$ cat config.mk
export PLATFORM = sky130hd
export DESIGN_NAME = rr_arb_mux
export DESIGN_NICKNAME = d
export VERILOG_FILES = /design/src/rtl/rr_arb_mux.sv
export SDC_FILE = /design/constraint.sdc
export NUM_CORES = 1
export LEC_CHECK = 0
export CORE_MARGIN = 1
export CORE_UTILIZATION = 30
export DETAILED_ROUTE_END_ITERATION = 7
export PLACE_DENSITY_LB_ADDON = 0.1
export SLEW_MARGIN = 20
export SYNTH_ARGS = -nofsm -noshare
export SYNTH_HDL_FRONTEND = slang
export SYNTH_SLANG_ARGS = --single-unit
$ cat constraint.sdc
create_clock -name clk -period 3.5 [get_ports clk]
set_clock_uncertainty 0.2 [all_clocks]
set_input_delay 0.35 -clock clk [delete_from_list [all_inputs] [get_ports clk]]
set_output_delay 0.35 -clock clk [all_outputs]
set_load 0.01 [all_outputs]
$ cat src/rtl/rr_arb_mux.sv
// Keyed-select / round-robin N:1 arbiter feeding a single-entry registered output stage.
// Channel grant and in_ready are combinational; the output entry and rotation pointer are registered.
module rr_arb_mux #(
  parameter int WIDTH = 2,
  parameter int N_IN  = 4,
  parameter int KEY_W = 2
) (
  input  logic                  clk,
  input  logic                  rst_n,
  input  logic [N_IN*WIDTH-1:0] in_data,
  input  logic [N_IN-1:0]       in_valid,
  output logic [N_IN-1:0]       in_ready,
  input  logic                  mode,
  input  logic [KEY_W-1:0]      key,
  output logic [WIDTH-1:0]      out_data,
  output logic [KEY_W-1:0]      out_src,
  output logic                  out_valid,
  input  logic                  out_ready
);

  logic [KEY_W-1:0] ptr;
  logic [KEY_W-1:0] grant;
  logic [KEY_W-1:0] ptr_nxt;
  logic             grant_vld;
  logic             load;
  int               idx;

  assign load = !out_valid || out_ready;

  // NOTE: every combinational output gets a default before any branch, so no path leaves it unassigned (no latch).
  always_comb begin
    grant     = '0;
    grant_vld = 1'b0;
    idx       = 0;
    if (!mode) begin
      if (int'(key) < N_IN) begin
        if (in_valid[key]) begin
          grant     = key;
          grant_vld = 1'b1;
        end
      end
    end else begin
      // Scan offsets from farthest to nearest so the nearest eligible channel after ptr wins.
      for (int k = N_IN - 1; k >= 0; k--) begin
        idx = int'(ptr) + k;
        if (idx >= N_IN) idx = idx - N_IN;
        if (in_valid[idx]) begin
          grant     = KEY_W'(idx);
          grant_vld = 1'b1;
        end
      end
    end
  end

  assign ptr_nxt  = (int'(grant) == N_IN - 1) ? '0 : grant + KEY_W'(1);
  assign in_ready = (rst_n && load && grant_vld) ? (N_IN'(1) << grant) : '0;

  // NOTE: state registers use non-blocking assignments so every flop samples pre-edge values.
  always_ff @(posedge clk or negedge rst_n) begin
    if (!rst_n) begin
      out_valid <= 1'b0;
      out_data  <= '0;
      out_src   <= '0;
      ptr       <= '0;
    end else if (load) begin
      out_valid <= grant_vld;
      if (grant_vld) begin
        out_data <= in_data[int'(grant)*WIDTH +: WIDTH];
        out_src  <= grant;
        if (mode) ptr <= ptr_nxt;
      end
    end
  end

endmodule

==> metrics.yaml, run 1 <==
worst_setup_path:
  crit_top_cell: "clkdlybuf4s50_1"
  ff2ff_setup_slack_ps: 1390
  cp_num_buf_inv: 3
  cpMaxStageDelayCell: "clkdlybuf4s50_1"
  critPathKind: "in -> out"
  crit_path_start_kind: "primary input"
  cp_cell_sequence: "clkdlybuf4s50_1 -> or4_1 -> o31a_2 -> a32oi_4 -> inv_1 -> ha_1 -> and3_1 -> clkdlybuf4s50_1"
  path_delay_family: "buffers and inverters"
  r2r-end: "ptr[1]"
  arrival_ps: 2690
  crit_path_end_kind: "output pin"
  reg2reg_depth: 6
  worst_ep_required_time_ps: 2950
  cp_slowest_stage_delay_ps: 540
  crit_fanout: 8
  reg2reg_from: "ptr[1]"
global_route:
  grt_max_degree: 12
  grt-ovfl-total: 0
  use_met2: 0.233
  grt_pass1_wl_um: 2330
  gr-usage-met1: 0.195
  grtUsageMet3: 0.0692
  grt-busiest-layer: "met2"
  grt_use_total: 0.161
  antenna_found_initial: 0
  grt_pass1_vias: 562
placement:
  gp_congestion: 0.786
  portBuffers: 26
  place_ws_ps: 268
  dp_hpwl_um: 1130
  dpl-instance-area_um2: 905
drt:
  first_iter_violations: 7
  vias: 568
  wl_per_cell_um: 12.0
  drc: 0
  drt.antenna.violating_nets: 0
  drt_wl_total_um: 1450
  routed_via_density: 4.73
  dr.pass1.iters: 4
sta:
  finalCriticalPeriod_ps: 3240
  hold_viol_final: 0
  setup_ws_ps: 260
  fin_setup_tns_ps: 0
  fmax_mhz: 309
  rsz0062_at_grt: "false"
  tightest_slew_ps: 406
  max-slew-margin-rel: 0.729
  drv_slew: 0
  whs_ps: 182
  finalSetupViolCount: 0
  fin_crit_sh: 0.926
clock_tree:
  clk_pin_slew_ps: 60
  cts_made_buffers: 3
  post_cts_buffers: 0
  cts_hold_buffers: 0
  clkLatencyLatePin_ps: 260
  clock_path_buffers: 2
  clock_sinks: 7
  cts_tree: "built"
  cts.htree.levels: 1
  cts_root_buf: "clkbuf_4"
  cts_resized: 0
synth:
  synth_cell_types: 30
  synth_area_leaders: "dfrtp_1 (29%), mux2i_1 (9.9%), ha_1 (8.3%)"
  synth_area_um2: 606
  avgSynthCellArea_um2: 9.46
  synth_top_area_frac: 0.289
  synth_top_area_cell: "dfrtp_1"
  syn_nets: 86
  yosys_warnings: 0
  yosysSeqAreaShare: 0.289
  synthCells: 64
  synth_seq_cells: 7
status:
  status: "complete, no violations"
cells_and_area:
  fillers: 183
  diodes: 0
  final_area_um2: 932
  syn_to_final_growth_pct: 53.9
  nNetsFinal: 118
  drive_gt1_frac: 0.147
floorplan:
  die_area_um2: 2200
  design.core.area_um2: 1800
  fp.dieH_um: 46.9
  core.rowCount: 15
  io_pins: 27
  die_x_um: 46.9
  initial_utilization: 0.336
power:
  p_per_area_nw_per_um2: 409
  ir_drop_uv: 279
  p_leak_nw: 0.414
  power_uw: 381
worst_hold_path:
  hp-class: "in -> async"
flow_run:
  cap_violations: 0
[power by group]
part           total [mW]  leakage, nW  switching [mW]  internal, mW
Sequential          0.124       0.0818          0.0198         0.104
Clock              0.0766       0.0177          0.0346        0.0420
Combinational       0.181        0.314          0.0789         0.102
[cell usage after synthesis]
cell type and count:
nand2b_1 2, o21ai_2 2, a21o_2 1, o21bai_1 1
mux2_2 1, o41ai_1 1, inv_1 6, o31a_1 1
or2_2 1, dfrtp_1 7, o31a_2 1, buf_4 1
o21ai_0 1, a21boi_0 2, o22ai_1 1, and3_1 4
or4_1 1, nor2b_1 2, nor2_1 3, o21a_1 2
o221ai_1 1, o22a_1 2, a31o_2 1, a21oi_1 1
a32oi_4 1, ha_1 4, nand2_1 5, o211ai_1 1
mux2i_1 6, or2b_1 1
[through the flow]
step,instances,utilization
after global placement,116,0.502
after detailed placement,116,0.502
after CTS,120,0.517
after global routing,120,0.517
final,120,0.517
after floorplan,64,-
[worst max path at each step]
stage / cells past startpoint / slack, ps / end / from
final: 8 / 260 / in_ready[3] / in_valid[1]
after global routing: 8 / 150 / in_ready[3] / in_valid[0]
after CTS: 8 / 270 / in_ready[3] / in_valid[1]
after detailed placement: 8 / 270 / in_ready[3] / in_valid[1]
after global placement: 8 / 320 / in_ready[3] / in_valid[2]
after floorplan: 6 / 1160 / in_ready[3] / in_valid[2]
[cells by family after synthesis]
kind of cell | Yosys count | share of synthesized area
AOI/OAI and AO/OA | 20 | 0.293
adders and majority gates | 4 | 0.0826
buffers and inverters | 7 | 0.0496
DFF | 7 | 0.289
muxes | 7 | 0.118
and+or+nand+nor | 19 | 0.167
[layout by cell type (no fill, tap or decap), types with 2 or more instances in the layout]
master,count
mux2i_1,6
nand2_1,5
buf_4,2
a21boi_0,2
ha_1,4
nor2b_1,2
and3_1,4
o21a_1,2
inv_1,6
nand2b_1,2
dfrtp_1,7
clkdlybuf4s50_1,26
clkbuf_4,3
nor2_1,3
o22a_1,2
o21ai_2,2
[routing by layer]
layer	vias up	wire, um
met5	-	0
met4	0	22
met3	2	71
met2	12	651
met1	257	699
li1	297	-
[sequential cells by signal, summed over array words and instances (netlist names)]
register / count
out_src: 2
ptr: 2
out_valid: 1
out_data: 2
[cell type report]
| class | count | area, um2 | area share |
|---|---|---|---|
| clock buffer | 3 | 22.5 | 0.0242 |
| clock inverter | 1 | 5.00 | 0.00537 |
| inverter | 6 | 22.5 | 0.0242 |
| multi-input combinational | 50 | 400 | 0.430 |
| sequential | 7 | 175 | 0.188 |
| tap | 25 | 31.3 | 0.0336 |
| timing repair buffer | 28 | 275 | 0.295 |
(Power assumes the default switching activity.)
==> run 2, diff against run 1 <==
Settings changed: PLACE_DENSITY_LB_ADDON 0.1 to not set.
==> metrics.yaml, run 2 (synthesized netlist as in run 1, its figures left out) <==
drt:
  dr.pass1.iters: 3  # -1
  drc: 0  # unchanged
  drt_wl_total_um: 1310  # -9.7%
  first_iter_violations: 3  # -4
  drt.antenna.violating_nets: 0  # unchanged
  wl_per_cell_um: 10.8  # -10%
  vias: 546  # -3.9%
  routed_via_density: 4.51  # -4.7%
worst_setup_path:
  path_delay_family: "buffers and inverters"
  path_depth: 8  # unchanged
  crit_fanout: 6  # -2
  cp_cell_sequence: "clkdlybuf4s50_1 -> or4_1 -> o31a_2 -> a32oi_4 -> inv_1 -> ha_1 -> and3_1 -> clkdlybuf4s50_1"
  worst_ep_required_time_ps: 2950  # about the same
  crit_path_end_kind: "output pin"
  crit_path_start_kind: "primary input"
  cp_slowest_stage_delay_ps: 550  # about the same
  crit_path_start: "in_valid[2]"
  reg2reg_from: "ptr[1]"
  r2r-end: "ptr[1]"
  crit_top_cell: "clkdlybuf4s50_1"
  reg2reg_depth: 6  # unchanged
  ff2ff_setup_slack_ps: 1360  # -30 ps
  arrival_ps: 2730  # +40 ps
  critPathKind: "in -> out"
  cp_num_buf_inv: 3  # unchanged
  cpMaxStageDelayCell: "or4_1"
cells_and_area:
  drive_gt1_frac: 0.146  # -0.00154
  nNetsFinal: 119  # +0.85%
  syn_to_final_growth_pct: 55.0
  largestRegisters: "out_data (2), out_src (2), ptr (2)"
  final_common_cell: "clkdlybuf4s50_1"
  final_cell_mix: "clkdlybuf4s50_1 (26), dfrtp_1 (7), inv_1 (6), mux2i_1 (6), nand2_1 (5)"
  final_cells: 121  # +0.83%
  final_area_um2: 938  # +0.67%
  diodes: 0  # unchanged
power:
  p_seq_frac: 0.335  # +0.010
  power_uw: 373  # -2.2%
  swShare: 0.329  # -0.0206
  power.switching_uw: 123  # -8.0%
  p_per_area_nw_per_um2: 397  # -2.9%
  p_leak_nw: 0.416  # +0.50%
  power_frac_clock: 0.185  # -0.016
  intPower_uw: 250  # +0.86%
  ir_drop_uv: 227  # -19%
  comb_power_share: 0.480  # +0.006
clock_tree:
  cts_hold_buffers: 0  # unchanged
  clock_sinks: 7  # unchanged
  cts_resized: 0  # unchanged
  post_cts_buffers: 0  # unchanged
  cts_root_buf: "clkbuf_4"
  clock_path_buffers: 2  # unchanged
  clk_pin_slew_ps: 50  # about the same
  cts_tree: "built"
  cts_made_buffers: 3  # unchanged
  clkLatencyLatePin_ps: 240  # -20 ps
  cts.htree.levels: 1  # unchanged
global_route:
  grt-ovfl-total: 0  # unchanged
  grt_pass1_vias: 514  # -8.5%
  grt_use_total: 0.138  # -0.0228
  grt_max_degree: 12  # unchanged
  antenna_found_initial: 0  # unchanged
  grt_pass1_wl_um: 2140  # -8.0%
floorplan:
  die_x_um: 46.9  # unchanged
  core.rowCount: 15  # unchanged
  io_pins: 27  # unchanged
  fp.dieH_um: 46.9  # unchanged
  die_area_um2: 2200  # unchanged
  design.core.area_um2: 1800  # unchanged
  initial_utilization: 0.336  # unchanged
placement:
  dpl-instance-area_um2: 912  # +0.83%
  place_ws_ps: 216  # -51.2 ps
  portBuffers: 26  # unchanged
  dp_cells: 117  # +0.86%
  gp_congestion: 0.796  # +1.3%
  dp_hpwl_um: 1130  # -0.52%
sta:
  fin_setup_tns_ps: 0  # unchanged
  fin_crit_sh: 0.937  # +0.0117
  rsz0062_at_grt: "false"
  tightest_slew_ps: 403  # -2.43 ps
  setup_ws_ps: 219  # -41.1 ps
  drv_slew: 0  # unchanged
  finalSetupViolCount: 0  # unchanged
  fmax_mhz: 305  # -1.3%
  max-slew-margin-rel: 0.728  # -0.00105
  hold_viol_final: 0  # unchanged
  finalCriticalPeriod_ps: 3280  # +41.1 ps
flow_run:
  cap_violations: 0  # unchanged
worst_hold_path:
  hp-class: "in -> async"
status:
  status: "complete, no violations"
[run 2: changes by cell type in the layout (fill, tap and decap cells not counted), sizes merged]
cell / delta
clkbuf: +1
clkinv: -1
buf: +1
[run 2: layout make-up]
type	instances	area [um2]
Timing Repair Buffer	29	283
Multi-Input combinational cell	50	400
Sequential cell	7	175
Clock buffer	4	26.3
Tap cell	25	31.3
Fill cell	188	863
Inverter	6	22.5
[run 2: layer usage]
metal,wire length [um],global-route usage
met3,27,0.0231
met2,583,0.192
met5,0,0
met1,694,0.205
met4,0,0.0686
[run 2: how the worst max path moves through the flow]
stage                        endpoint  slack, ps
after floorplan           in_ready[3]       1160
after global placement    in_ready[3]        280
after detailed placement  in_ready[3]        220
after CTS                 in_ready[3]        220
after global routing      in_ready[3]         80
final                     in_ready[3]        220
[run 2: per-stage QoR]
step | util | hold WS (ps)
detailed placement | 0.506 | 298
floorplan | - | -146
global route | 0.521 | 237
CTS | 0.521 | 204
finish | 0.521 | 200
global placement | 0.506 | 290
[run 2: power groups by stage]
stage	registers, mW	clock network, mW	logic (mW)
after detailed placement	0.126	0	0.182
after floorplan	0.129	0	0.0950
after global routing	0.128	0.0780	0.197
after global placement	0.125	0	0.183
after CTS	0.125	0.0743	0.182
final	0.125	0.0691	0.179
==> run 3, diff against run 2 <==
--- a/config.mk
+++ b/config.mk
@@ -7,6 +7,7 @@
 export LEC_CHECK = 0
 export CORE_MARGIN = 1
-export CORE_UTILIZATION = 30
+export CORE_UTILIZATION = 43
 export DETAILED_ROUTE_END_ITERATION = 7
+export PLACE_DENSITY = 0.82
 export SLEW_MARGIN = 20
 export SYNTH_ARGS = -nofsm -noshare
==> constraint.sdc (replaced) <==
create_clock -name clk -period 3.5 [get_ports clk]
set_clock_uncertainty 0.2 [all_clocks]
set_input_delay 0.35 -clock clk [delete_from_list [all_inputs] [get_ports clk]]
set_output_delay 0.35 -clock clk [all_outputs]
set_load 0.05 [all_outputs]
==> metrics.yaml, run 3 (synthesized netlist as in run 1, its figures left out) <==
global_route:
  grt-ovfl-total: 0  # unchanged
  grt_max_degree: 12  # unchanged
  grt_pass1_vias: 514  # unchanged
  antenna_found_initial: 0  # unchanged
  grt_pass1_wl_um: 2180  # +1.9%
  grt_use_total: 0.207  # +0.0687
power:
  p_leak_nw: 0.415  # -0.17%
  intPower_uw: 248  # -0.79%
  power_frac_clock: 0.170  # -0.015
  p_seq_frac: 0.292  # -0.043
  ir_drop_uv: 403  # +77%
  comb_power_share: 0.538  # +0.058
  power.switching_uw: 189  # +54%
  power_uw: 437  # +17%
  p_per_area_nw_per_um2: 476  # +20%
  swShare: 0.433  # +0.104
sta:
  rsz0062_at_grt: "false"
  whs_ps: 202  # +1.22 ps
  hold_viol_final: 0  # unchanged
  finalCriticalPeriod_ps: 3110  # -172 ps
  setup_ws_ps: 391  # +172 ps
  max-slew-margin-rel: 0.667  # -0.0609
  drv_slew: 0  # unchanged
  fmax_mhz: 322  # +5.5%
  finalSetupViolCount: 0  # unchanged
  fin_setup_tns_ps: 0  # unchanged
  tightest_slew_ps: 498  # +95.0 ps
  fin_crit_sh: 0.888  # -0.0491
cells_and_area:
  final_common_cell: "clkdlybuf4s50_1"
  nNetsFinal: 116  # -2.5%
  diodes: 0  # unchanged
  final_cells: 108  # -11%
  final_cell_mix: "clkdlybuf4s50_1 (22), dfrtp_1 (7), inv_1 (6), mux2i_1 (6), nand2_1 (5)"
  largestRegisters: "out_data (2), out_src (2), ptr (2)"
  fillers: 109  # -42%
  final_util: 0.706  # +0.185
  syn_to_final_growth_pct: 51.7
  drive_gt1_frac: 0.161  # +0.0155
  final_area_um2: 918  # -2.1%
floorplan:
  initial_utilization: 0.465  # +0.129
  fp.dieH_um: 39.5  # -16%
  design.core.area_um2: 1300  # -28%
  die_area_um2: 1560  # -29%
  io_pins: 27  # unchanged
  die_x_um: 39.5  # -16%
  core.rowCount: 13  # -2
placement:
  dpl-instance-area_um2: 892  # -2.2%
  dp_hpwl_um: 1110  # -1.7%
  gp_congestion: 0.731  # -8.2%
  portBuffers: 26  # unchanged
  dp_cells: 104  # -11%
  place_ws_ps: 386  # +170 ps
worst_setup_path:
  arrival_ps: 2560  # -170 ps
  critPathKind: "in -> out"
  crit_path_start: "in_valid[2]"
  worst_ep_required_time_ps: 2950  # about the same
  reg2reg_from: "ptr[1]"
  crit_path_end_kind: "output pin"
  crit_fanout: 9  # +3
  crit_path_start_kind: "primary input"
clock_tree:
  clock_sinks: 7  # unchanged
  clk_pin_slew_ps: 60  # about the same
  cts_made_buffers: 3  # unchanged
  cts_hold_buffers: 0  # unchanged
  cts.htree.levels: 1  # unchanged
  cts_root_buf: "clkbuf_4"
  clock_path_buffers: 2  # unchanged
  cts_tree: "built"
  post_cts_buffers: 0  # unchanged
  clkLatencyLatePin_ps: 250  # about the same
  cts_resized: 0  # unchanged
drt:
  wl_per_cell_um: 13.6  # +26%
  drt_wl_total_um: 1470  # +12%
  routed_via_density: 5.45  # +21%
  first_iter_violations: 8  # +5
  drt.antenna.violating_nets: 0  # unchanged
  drc: 0  # unchanged
  vias: 589  # +7.9%
  dr.pass1.iters: 4  # +1
status:
  status: "complete, no violations"
worst_hold_path:
  hp-class: "in -> async"
flow_run:
  cap_violations: 0  # unchanged
[run 3: changes by cell type in the layout (fill, tap and decap cells not counted)]
cell	change
buf_12	+2
buf_4	-1
clkdlybuf4s50_1	-4
[run 3: layout make-up]
type | instances | area [um2] | area share
multi-input combinational | 50 | 400 | 0.436
timing repair buffer | 26 | 275 | 0.300
inverter | 6 | 22.5 | 0.0245
tap | 15 | 18.8 | 0.0204
clock buffer | 4 | 26.3 | 0.0286
sequential | 7 | 175 | 0.191
[run 3: routing by layer]
metal  vias up  part of all wire  GRT usage  routed length (um)
met5         -                 0          0                   0
met4         0                 0     0.0517                   0
met3         0             0.036     0.0170                  53
met2        14              0.49      0.373                 717
met1       283              0.47      0.260                 696
li1        292                 -          -                   -
[run 3: worst paths after layout]
check / to / slack, ps / depth (start not counted)
worst min-delay path: out_src[0] / 200 / 1
worst max register to register: ptr[1] / 1240 / 6
worst min register to register: out_src[1] / 300 / 1
max in group asynchronous: out_src[1] / 2610 / 1
worst max-delay path: in_ready[3] / 390 / 8
min in group clk: out_src[1] / 300 / 1
[run 3: worst max-delay path: stages]
cell and delay, ps:
clkdlybuf4s50_1 500, or4_1 550, o31a_2 140, a32oi_4 350
inv_1 130, ha_1 210, and3_1 150, buf_4 180
[run 3: power by group through the flow]
stage          registers [mW]  logic [mW]  clock network, mW
3_3_place_gp            0.124       0.231                  0
5_1_grt                 0.131       0.252             0.0793
4_1_cts                 0.126       0.237             0.0743
3_5_place_dp            0.127       0.234                  0
2_1_floorplan           0.174       0.103                  0
6_report                0.128       0.236             0.0744
